`config.mk`:
```
export PLATFORM = sky130hd
export DESIGN_NAME = lsu_wr_sched
export DESIGN_NICKNAME = d
export VERILOG_FILES = /design/src/rtl/lsu_wr_sched.sv
export SDC_FILE = /design/constraint.sdc
export NUM_CORES = 1
export LEC_CHECK = 0
export BUFFER_PORTS_ARGS = -buffer_cell sky130_fd_sc_hd__buf_2
export CORE_UTILIZATION = 45
export DETAILED_ROUTE_END_ITERATION = 6
export GPL_TIMING_DRIVEN = 1
export HOLD_SLACK_MARGIN = 0.03
export PLACE_DENSITY_LB_ADDON = 0.12
export SYNTH_ARGS = -nofsm -noshare
export SYNTH_HDL_FRONTEND = slang
export SYNTH_SLANG_ARGS = --single-unit
```
`constraint.sdc`:
```
create_clock -name i_clk -period 5.55 [get_ports i_clk]
set_input_delay 1.11 -clock i_clk [delete_from_list [all_inputs] [get_ports i_clk]]
set_output_delay 1.11 -clock i_clk [all_outputs]
set_load 0.02 [all_outputs]
```
`src/rtl/lsu_wr_sched.sv`:
```
// -----------------------------------------------------------------------------
// lsu_wr_sched
// Store scheduler between the LSU write port and the two write-buffered
// targets: the output-peripheral buffer (0x7000-0x70FF) and the SDRAM write
// buffer (0x2000-0x3FFF). Stores to either region are queued in order and
// drained one at a time; stores elsewhere are accepted and dropped.
//
// Ports:
//   i_clk, i_rst_n            clock, synchronous active-low reset
//   i_lsu_addr/wdata/bmask    LSU store payload
//   i_lsu_wren                LSU store request
//   o_lsu_stall               queue full, store not taken this cycle
//   o_out_wren/addr/wdata/bmask  single-cycle output-buffer write
//   o_sdr_req/addr/wdata/bmask   SDRAM-buffer request, held until i_sdr_ack
//   i_sdr_ack                 SDRAM buffer takes the current request
//   o_busy                    queue non-empty or transaction in flight
//
// Build option: LSU_WRQ_BYPASS_EN -- an OUT store arriving while the
// scheduler is completely idle is written to the output buffer in the same
// cycle instead of being queued. Default build has no bypass.
// -----------------------------------------------------------------------------
module lsu_wr_sched #(
    parameter int DEPTH  = 4,
    parameter int DATA_W = 32
) (
    input  logic                  i_clk,
    input  logic                  i_rst_n,
    input  logic [31:0]           i_lsu_addr,
    input  logic [DATA_W-1:0]     i_lsu_wdata,
    input  logic [DATA_W/8-1:0]   i_lsu_bmask,
    input  logic                  i_lsu_wren,
    output logic                  o_lsu_stall,
    output logic                  o_out_wren,
    output logic [7:0]            o_out_addr,
    output logic [DATA_W-1:0]     o_out_wdata,
    output logic [DATA_W/8-1:0]   o_out_bmask,
    output logic                  o_sdr_req,
    input  logic                  i_sdr_ack,
    output logic [12:0]           o_sdr_addr,
    output logic [DATA_W-1:0]     o_sdr_wdata,
    output logic [DATA_W/8-1:0]   o_sdr_bmask,
    output logic                  o_busy
);

    localparam int PTR_W  = $clog2(DEPTH);
    localparam int CNT_W  = PTR_W + 1;
    localparam int MASK_W = DATA_W / 8;

    typedef enum logic [1:0] {
        ST_IDLE    = 2'd0,
        ST_OUT_WR  = 2'd1,
        ST_SDR_REQ = 2'd2
    } state_t;

    state_t              r_state;
    state_t              w_state_nxt;

    // Queue storage; r_q_sdr is the target tag (1 = SDRAM, 0 = output buffer)
    logic                r_q_sdr  [DEPTH];
    logic [12:0]         r_q_addr [DEPTH];
    logic [DATA_W-1:0]   r_q_data [DEPTH];
    logic [MASK_W-1:0]   r_q_mask [DEPTH];
    logic [PTR_W-1:0]    r_wr_ptr;
    logic [PTR_W-1:0]    r_rd_ptr;
    logic [CNT_W-1:0]    r_count;

    logic                r_stall;
    logic                r_busy;
    logic                r_out_wren;
    logic [7:0]          r_out_addr;
    logic [DATA_W-1:0]   r_out_wdata;
    logic [MASK_W-1:0]   r_out_bmask;
    logic                r_sdr_req;
    logic [12:0]         r_sdr_addr;
    logic [DATA_W-1:0]   r_sdr_wdata;
    logic [MASK_W-1:0]   r_sdr_bmask;

    logic                w_out_wren_nxt;
    logic [7:0]          w_out_addr_nxt;
    logic [DATA_W-1:0]   w_out_wdata_nxt;
    logic [MASK_W-1:0]   w_out_bmask_nxt;
    logic                w_sdr_req_nxt;
    logic [12:0]         w_sdr_addr_nxt;
    logic [DATA_W-1:0]   w_sdr_wdata_nxt;
    logic [MASK_W-1:0]   w_sdr_bmask_nxt;

    logic                w_is_out;
    logic                w_is_sdr;
    logic                w_bypass;
    logic                w_push;
    logic                w_retire_sdr;
    logic                w_reselect;
    logic [PTR_W-1:0]    w_sel_idx;
    logic                w_sel_vld;
    logic                w_sel_out;
    logic                w_sel_sdr;
    logic [CNT_W-1:0]    w_pop_cnt;
    logic [CNT_W-1:0]    w_count_nxt;
    logic                w_unused_addr;

    assign w_unused_addr = ^i_lsu_addr[31:16];

    assign w_is_out = (i_lsu_addr[15:8] == 8'h70);
    assign w_is_sdr = (i_lsu_addr[15:13] == 3'b001);

`ifdef LSU_WRQ_BYPASS_EN
    assign w_bypass    = i_lsu_wren & ~r_stall & w_is_out &
                         (r_count == {CNT_W{1'b0}}) & (r_state == ST_IDLE);
    assign o_out_wren  = r_out_wren | w_bypass;
    assign o_out_addr  = w_bypass ? i_lsu_addr[7:0] : r_out_addr;
    assign o_out_wdata = w_bypass ? i_lsu_wdata     : r_out_wdata;
    assign o_out_bmask = w_bypass ? i_lsu_bmask     : r_out_bmask;
`else
    assign w_bypass    = 1'b0;
    assign o_out_wren  = r_out_wren;
    assign o_out_addr  = r_out_addr;
    assign o_out_wdata = r_out_wdata;
    assign o_out_bmask = r_out_bmask;
`endif

    assign o_lsu_stall = r_stall;
    assign o_sdr_req   = r_sdr_req;
    assign o_sdr_addr  = r_sdr_addr;
    assign o_sdr_wdata = r_sdr_wdata;
    assign o_sdr_bmask = r_sdr_bmask;
    assign o_busy      = r_busy;

    assign w_push = i_lsu_wren & ~r_stall & (w_is_out | w_is_sdr) & ~w_bypass;

    // An acked SDR entry is popped on the same edge, so the following entry
    // (rd_ptr+1) is already eligible to be dispatched; this is what keeps
    // req high across back-to-back SDR entries and can pop two entries at once.
    assign w_retire_sdr = (r_state == ST_SDR_REQ) & i_sdr_ack;
    assign w_reselect   = (r_state == ST_IDLE) | (r_state == ST_OUT_WR) | w_retire_sdr;
    assign w_sel_idx    = w_retire_sdr ? (r_rd_ptr + PTR_W'(1)) : r_rd_ptr;
    assign w_sel_vld    = w_reselect &
                          (w_retire_sdr ? (r_count > CNT_W'(1)) : (r_count != {CNT_W{1'b0}}));
    assign w_sel_out    = w_sel_vld & ~r_q_sdr[w_sel_idx];
    assign w_sel_sdr    = w_sel_vld &  r_q_sdr[w_sel_idx];

    // OUT entries leave the queue when dispatched; SDR entries only on ack
    assign w_pop_cnt   = CNT_W'(w_retire_sdr) + CNT_W'(w_sel_out);
    assign w_count_nxt = r_count + CNT_W'(w_push) - w_pop_cnt;

    // FSM state register
    always_ff @(posedge i_clk) begin
        if (!i_rst_n) begin
            r_state <= ST_IDLE;
        end else begin
            r_state <= w_state_nxt;
        end
    end

    // FSM next-state decode
    always_comb begin
        w_state_nxt = r_state;
        case (r_state)
            ST_IDLE, ST_OUT_WR: begin
                if (w_sel_out) begin
                    w_state_nxt = ST_OUT_WR;
                end else if (w_sel_sdr) begin
                    w_state_nxt = ST_SDR_REQ;
                end else begin
                    w_state_nxt = ST_IDLE;
                end
            end
            ST_SDR_REQ: begin
                if (!i_sdr_ack) begin
                    w_state_nxt = ST_SDR_REQ;
                end else if (w_sel_out) begin
                    w_state_nxt = ST_OUT_WR;
                end else if (w_sel_sdr) begin
                    w_state_nxt = ST_SDR_REQ;
                end else begin
                    w_state_nxt = ST_IDLE;
                end
            end
            default: begin
                w_state_nxt = ST_IDLE;
            end
        endcase
    end

    // FSM output decode: next values of the registered target-side outputs
    always_comb begin
        w_out_wren_nxt = (w_state_nxt == ST_OUT_WR);
        w_sdr_req_nxt  = (w_state_nxt == ST_SDR_REQ);
        if (w_sel_out) begin
            w_out_addr_nxt  = r_q_addr[w_sel_idx][7:0];
            w_out_wdata_nxt = r_q_data[w_sel_idx];
            w_out_bmask_nxt = r_q_mask[w_sel_idx];
        end else begin
            w_out_addr_nxt  = r_out_addr;
            w_out_wdata_nxt = r_out_wdata;
            w_out_bmask_nxt = r_out_bmask;
        end
        if (w_sel_sdr) begin
            w_sdr_addr_nxt  = r_q_addr[w_sel_idx];
            w_sdr_wdata_nxt = r_q_data[w_sel_idx];
            w_sdr_bmask_nxt = r_q_mask[w_sel_idx];
        end else begin
            w_sdr_addr_nxt  = r_sdr_addr;
            w_sdr_wdata_nxt = r_sdr_wdata;
            w_sdr_bmask_nxt = r_sdr_bmask;
        end
    end

    // Output, status, pointer and count registers
    always_ff @(posedge i_clk) begin
        if (!i_rst_n) begin
            r_out_wren  <= 1'b0;
            r_out_addr  <= 8'h00;
            r_out_wdata <= {DATA_W{1'b0}};
            r_out_bmask <= {MASK_W{1'b0}};
            r_sdr_req   <= 1'b0;
            r_sdr_addr  <= 13'h0000;
            r_sdr_wdata <= {DATA_W{1'b0}};
            r_sdr_bmask <= {MASK_W{1'b0}};
            r_wr_ptr    <= {PTR_W{1'b0}};
            r_rd_ptr    <= {PTR_W{1'b0}};
            r_count     <= {CNT_W{1'b0}};
            r_stall     <= 1'b0;
            r_busy      <= 1'b0;
        end else begin
            r_out_wren  <= w_out_wren_nxt;
            r_out_addr  <= w_out_addr_nxt;
            r_out_wdata <= w_out_wdata_nxt;
            r_out_bmask <= w_out_bmask_nxt;
            r_sdr_req   <= w_sdr_req_nxt;
            r_sdr_addr  <= w_sdr_addr_nxt;
            r_sdr_wdata <= w_sdr_wdata_nxt;
            r_sdr_bmask <= w_sdr_bmask_nxt;
            r_wr_ptr    <= r_wr_ptr + PTR_W'(w_push);
            r_rd_ptr    <= r_rd_ptr + PTR_W'(w_pop_cnt);
            r_count     <= w_count_nxt;
            r_stall     <= (w_count_nxt == CNT_W'(DEPTH));
            r_busy      <= (w_count_nxt != {CNT_W{1'b0}}) | (w_state_nxt != ST_IDLE);
        end
    end

    // Queue storage write
    always_ff @(posedge i_clk) begin
        if (!i_rst_n) begin
            for (int i = 0; i < DEPTH; i++) begin
                r_q_sdr[i]  <= 1'b0;
                r_q_addr[i] <= 13'h0000;
                r_q_data[i] <= {DATA_W{1'b0}};
                r_q_mask[i] <= {MASK_W{1'b0}};
            end
        end else if (w_push) begin
            r_q_sdr[r_wr_ptr]  <= w_is_sdr;
            r_q_addr[r_wr_ptr] <= i_lsu_addr[12:0];
            r_q_data[r_wr_ptr] <= i_lsu_wdata;
            r_q_mask[r_wr_ptr] <= i_lsu_bmask;
        end else begin
            r_q_sdr[r_wr_ptr]  <= r_q_sdr[r_wr_ptr];
        end
    end

endmodule

```
* After elaboration in Yosys (flattened, before gate mapping)
Memories as Yosys holds them, arrays and structs flattened. Index checks and enable logic that the tools add are counted.
Operators by class: add/sub/neg operators 6, $lt $le $gt $ge 1, eq/ne operators 8, muxes and demuxes 26, bitwise logic cells 13, reductions and logical operators 10
Operator list (number):
- two-way mux 32 bit | 1
- OR reduction 32 bit | 1
- two-way mux 2 bit | 8
- two-way mux 1 bit | 14
- two-way mux 13 bit | 1
- OR reduction 13 bit | 1
- == test 8 x 7 -> 1 bit (second input constant) | 1
- bitwise AND 1 bit | 6
- nonzero test 3 bit | 2
- bitwise OR 1 bit | 5
- == test 2 x 1 -> 1 bit (second input constant) | 2
- == test 2 bit (second input constant) | 2
- two-way mux 4 bit | 1
- one-hot mux 2 bit (2 select lines) | 1
- OR reduction 4 bit | 1
- adder 3 x 1 -> 3 bit | 1
- == test 3 x 1 -> 1 bit (second input constant) | 1
- == test 3 bit (second input constant) | 1
- > comparator 3 x 1 -> 1 bit (second input constant) | 1
- subtractor 3 x 2 -> 3 bit | 1
- adder 1 x 1 -> 2 bit | 1
- adder 2 x 1 -> 2 bit | 1
- adder 2 x 1 -> 2 bit (second input constant) | 1
- adder 2 bit | 1
- 7 further kinds | 8
Storage, ports and cells: register bits 106, RAM bits 200, bits of input ports 72, logic and storage cells 82, memories kept 4
Memories:
- r_q_data | words 4, bits a word 32, read ports 1, clocked after Yosys merged registers in 0, write ports 4, line 61 | logic [DATA_W-1:0] r_q_data [DEPTH];
- r_q_addr | words 4, bits a word 13, read ports 1, clocked after Yosys merged registers in 0, write ports 4, line 60 | logic [12:0] r_q_addr [DEPTH];
- r_q_mask | words 4, bits a word 4, read ports 1, clocked after Yosys merged registers in 0, write ports 4, line 62 | logic [MASK_W-1:0] r_q_mask [DEPTH];
- r_q_sdr | words 4, bits a word 1, read ports 1, clocked after Yosys merged registers in 0, write ports 4, line 59 | logic r_q_sdr [DEPTH];

* Depth between registers and ports, before layout
depth in word-level cells 11, mapped depth 16

* Least setup slack after synthesis
OpenSTA, ideal clock, no wires.
kind input -> register, from input port i_lsu_addr[8], to memory r_q_addr[3][0], enable pin, data arrival time 5.494 ns, data required time 5.023 ns, setup slack -0.471 ns, stages on the path 4, buffers on the path 0, cells stage by stage or4b_1 o21ai_2 nand2_1 o21ai_0
RTL lines:
- start: declaration | line 28 | input logic [31:0] i_lsu_addr,
- end: declaration | line 60

* Worst setup path after layout
from input port i_sdr_ack, to register r_stall, in the netlist o_lsu_stall
Between the ends: longest elaborated chain between the ends 8
RTL lines:
- start: declaration | line 38 | input logic i_sdr_ack,
- bitwise AND 1 bit (*) | line 133 | assign w_retire_sdr = (r_state == ST_SDR_REQ) & i_sdr_ack;
- two-way mux 2 bit | line 135 | assign w_sel_idx = w_retire_sdr ? (r_rd_ptr + PTR_W'(1)) : r_rd_ptr;
- memory read (4 x 1 bit)
- inverter 1 bit | line 138 | assign w_sel_out = w_sel_vld & ~r_q_sdr[w_sel_idx];
- bitwise AND 1 bit | line 138
- adder 1 x 1 -> 2 bit (*) | line 142 | assign w_pop_cnt = CNT_W'(w_retire_sdr) + CNT_W'(w_sel_out);
- subtractor 3 x 2 -> 3 bit (*) | line 143 | assign w_count_nxt = r_count + CNT_W'(w_push) - w_pop_cnt;
- == test 3 bit (*) | line 236 | r_stall <= (w_count_nxt == CNT_W'(DEPTH));
- end signal: assignment | line 236
- end: declaration | line 67 | logic r_stall;
Mark *: on every way between the ends. The rest lies on a longest branch, timed or not. A chain may end at the register's enable or synchronous reset.

==> impl_metrics.toml <==
[clock_network]
clkSlewWorstSetupHoldPaths_ns = 0.06
cts_tree = "yes"
clockRootBuffer = "clkbuf_16"
post-cts-setup-buffer-count = 0
cts.sinks = 306
cts_made_buffers = 31
ctsHoldBuffers = 0
clockBufferDepth = 3
h-tree-depth = 1
cts_resized = 0
clkLatencyLatePin_ns = 0.56

[finish]
mostFrequentLayoutCell = "and2_1"
multi_input_area_um2 = 4920
register_area_um2 = 8100
synthToLayoutAreaGrowth_pct = 15.4
nNetsFinal = 1277
final_cell_mix = "and2_1, edfxtp_1, mux2i_1"
n_fill_cell = 2537
layout-drive-gt1-share_pct = 19.9

[detailed_routing]
wl_um = 30800
top_layer = "met5"
first_iter_violations = 496
ant_nets = 0
drc = 0
wl_per_cell_um = 19.2
wirelength_met1_um = 14400
vias = 8570
route.met3.wl_um = 1560
dr.pass1.iters = 5
wl_met2_um = 14500
vias_per_cell = 5.33

[worst_setup_path]
cp.depth = 16
r2r_cells = 15
end_kind = "flop"
critical_path_buf_inv_count = 4
crit_arrival_ns = 4.65
critical-path-max-stage-delay_ns = 0.55
crit_path_start_kind = "input pin"
cpMostUsedCell = "ha_1"
crit_fanout = 21
cpMaxStageDelayCell = "or4_4"
worstSetupPathType = "in2reg"
critPathRequiredTime_ns = 6.01
critical_path.top_delay_family = "simple AND/OR/NAND/NOR gates"
crit_chain = "buf_2 -> nand3b_4 -> inv_2 -> nor3_1 -> or4_4 -> o21ai_4 -> inv_1 -> ha_1 -> ha_1 -> inv_1 -> ha_1 -> fa_1 -> xor2_1 -> xnor2_1 -> and2_1 -> nor3b_1"

[synthesis]
synth.yosys.seq_area_share_pct = 60.5
synth_flop_cell = "edfxtp_1"
synth_xor_area_share_pct = 0.393
synth_cell_type_count = 54
synth-simple-area-share_pct = 15.2
synth_edf_count = 197
synth_nets = 1154
synth_top_family_by_area = "simple AND/OR/NAND/NOR gates"
yosys_register_bits = 306
yosysWarnings = 0
synth_compound_area_share_pct = 7.59
async_flop_share_pct = 0
yosysTopAreaCellShare_pct = 44.2
netlist_area_um2 = 13400
synth_adder_area_share_pct = 0.710
yosysTopAreaCell = "edfxtp_1"
synth.area.mux_share_pct = 12.2
yosys-top-cells-area = "edfxtp_1, dfxtp_1, mux2i_1"
syn_inst = 1075
postSynthAreaPerCell_um2 = 12.5

[power]
power_density_nw_per_um2 = 474
p_leak_nw = 6.34
max-vdd-ir-drop_uv = 369
power_w = 0.00732

[timing]
tns_ns = 0
fin_skew_ns = 0.0171
finalCriticalPeriod_ns = 4.19
tightest_slew_ns = 0.928
final_hold_viol_count = 0
slew_headroom_pct = 38.1
final_max_slew_viol_count = 0
fmax_ghz = 0.239
rsz0062_at_grt = "false"
setup_violations = 0
finalCritPeriodShare_pct = 75.5

[floorplanning]
io_pins = 169
core-area_um2 = 29000
die-area_um2 = 30400
die_w_um = 174
initial_core_util_pct = 46.1
rows = 62
die_h_um = 174

[global_routing]
grt_first_pass_wirelength_um = 48000
grt_max_degree = 66
grt_usage_pct = 20.3
grt_pass1_vias = 8434
antenna_found_initial = 6
grt_remaining_overflow = 0

[run]
maxCapViolations = 0

[placement]
io_buffers = 152
hpwl_um = 17600
place_congestion = 0.773

[run_status]
outcome = "complete, no violations"

[min_path]
hold_depth = 2
hp-class = "reg2reg"
## cells in the mapped netlist, drive strengths merged (6+ instances only)
cell type / instances
a211oi: 26
a21oi: 38
and2: 202
buf: 38
clkbuf: 40
dfxtp: 109
edfxtp: 197
ha: 6
inv: 11
mux2i: 158
nand2: 104
nand2b: 7
nand3: 8
nor2: 8
nor2b: 17
nor3: 9
o21ai: 10
o221ai: 35
## tightest hold or removal path, stage by stage, from the launching register on
cell	delay, ns
dfxtp_1	0.30
nand2_1	0.05
mux2i_1	0.05
## metal layers
metal  vias up  track usage, %
met2       185            34.3
li1       4135               -
met1      4208            27.2
met3        36            3.81
met5         -               0
met4         6            3.91
## worst paths after layout
kind / from / end / slack, ns
max: i_sdr_ack / o_lsu_stall$_SDFF_PN0_ / 1.36
max reg2reg: r_state[1]$_SDFF_PN0_ / o_lsu_stall$_SDFF_PN0_ / 1.59
min: o_out_bmask[3]$_SDFFE_PN0N_ / o_out_bmask[3]$_SDFFE_PN0N_ / 0.45
min reg2reg: o_out_bmask[3]$_SDFFE_PN0N_ / o_out_bmask[3]$_SDFFE_PN0N_ / 0.45
## where the power goes
group	switching, W	internal, W
Combinational	0.00149	0.000892
Sequential	0.000168	0.00271
Clock	0.000856	0.00120
Total	0.00252	0.00480
## final cells by class
| cell class | instances | area share [%] |
|---|---|---|
| flip-flops and latches | 306 | 52.5 |
| multi-input cells | 680 | 31.9 |
| clock buffers | 46 | 5.99 |
| repair buffers | 168 | 5.72 |
| well taps | 384 | 3.11 |
| clock inverters | 12 | 0.567 |
| inverters | 11 | 0.267 |
| diodes | 1 | 0.0162 |
## metrics by stage
stage / hold WS [ns] / setup WS (ns) / utilization [%] / cell area [um2] / std cells
2_1_floorplan: 0.448 / 0.884 / - / 13400 / 1075
3_3_place_gp: 0.443 / 0.857 / 49.7 / 14400 / 1549
3_5_place_dp: 0.450 / 0.821 / 49.7 / 14400 / 1549
4_1_cts: 0.458 / 1.38 / 53.2 / 15400 / 1607
5_1_grt: 0.475 / 1.18 / 53.2 / 15400 / 1607
6_report: 0.454 / 1.36 / 53.2 / 15400 / 1608
## logic make-up (layout without fill, tap and decap cells)
group           after synthesis  after routing
compound gates              142            142
other cells                   0              1
flops                       306            306
buf+inv                      89            237
xor+xnor                      6              6
fa+ha+maj                     7              7
simple gates                364            364
mux                         161            161
## state kept, by name, summed over array words and instances (netlist names), 2 cells and up
register / flops
o_out_bmask: 4
o_out_wdata: 32
r_rd_ptr: 2
r_count: 3
r_wr_ptr: 2
r_q_sdr: 4
r_q_data: 128
o_sdr_bmask: 4
r_state: 2
r_q_mask: 16
r_q_addr: 52
o_out_addr: 8
o_sdr_wdata: 32
o_sdr_addr: 13
No activity file was read; power rests on OpenSTA's default activity.
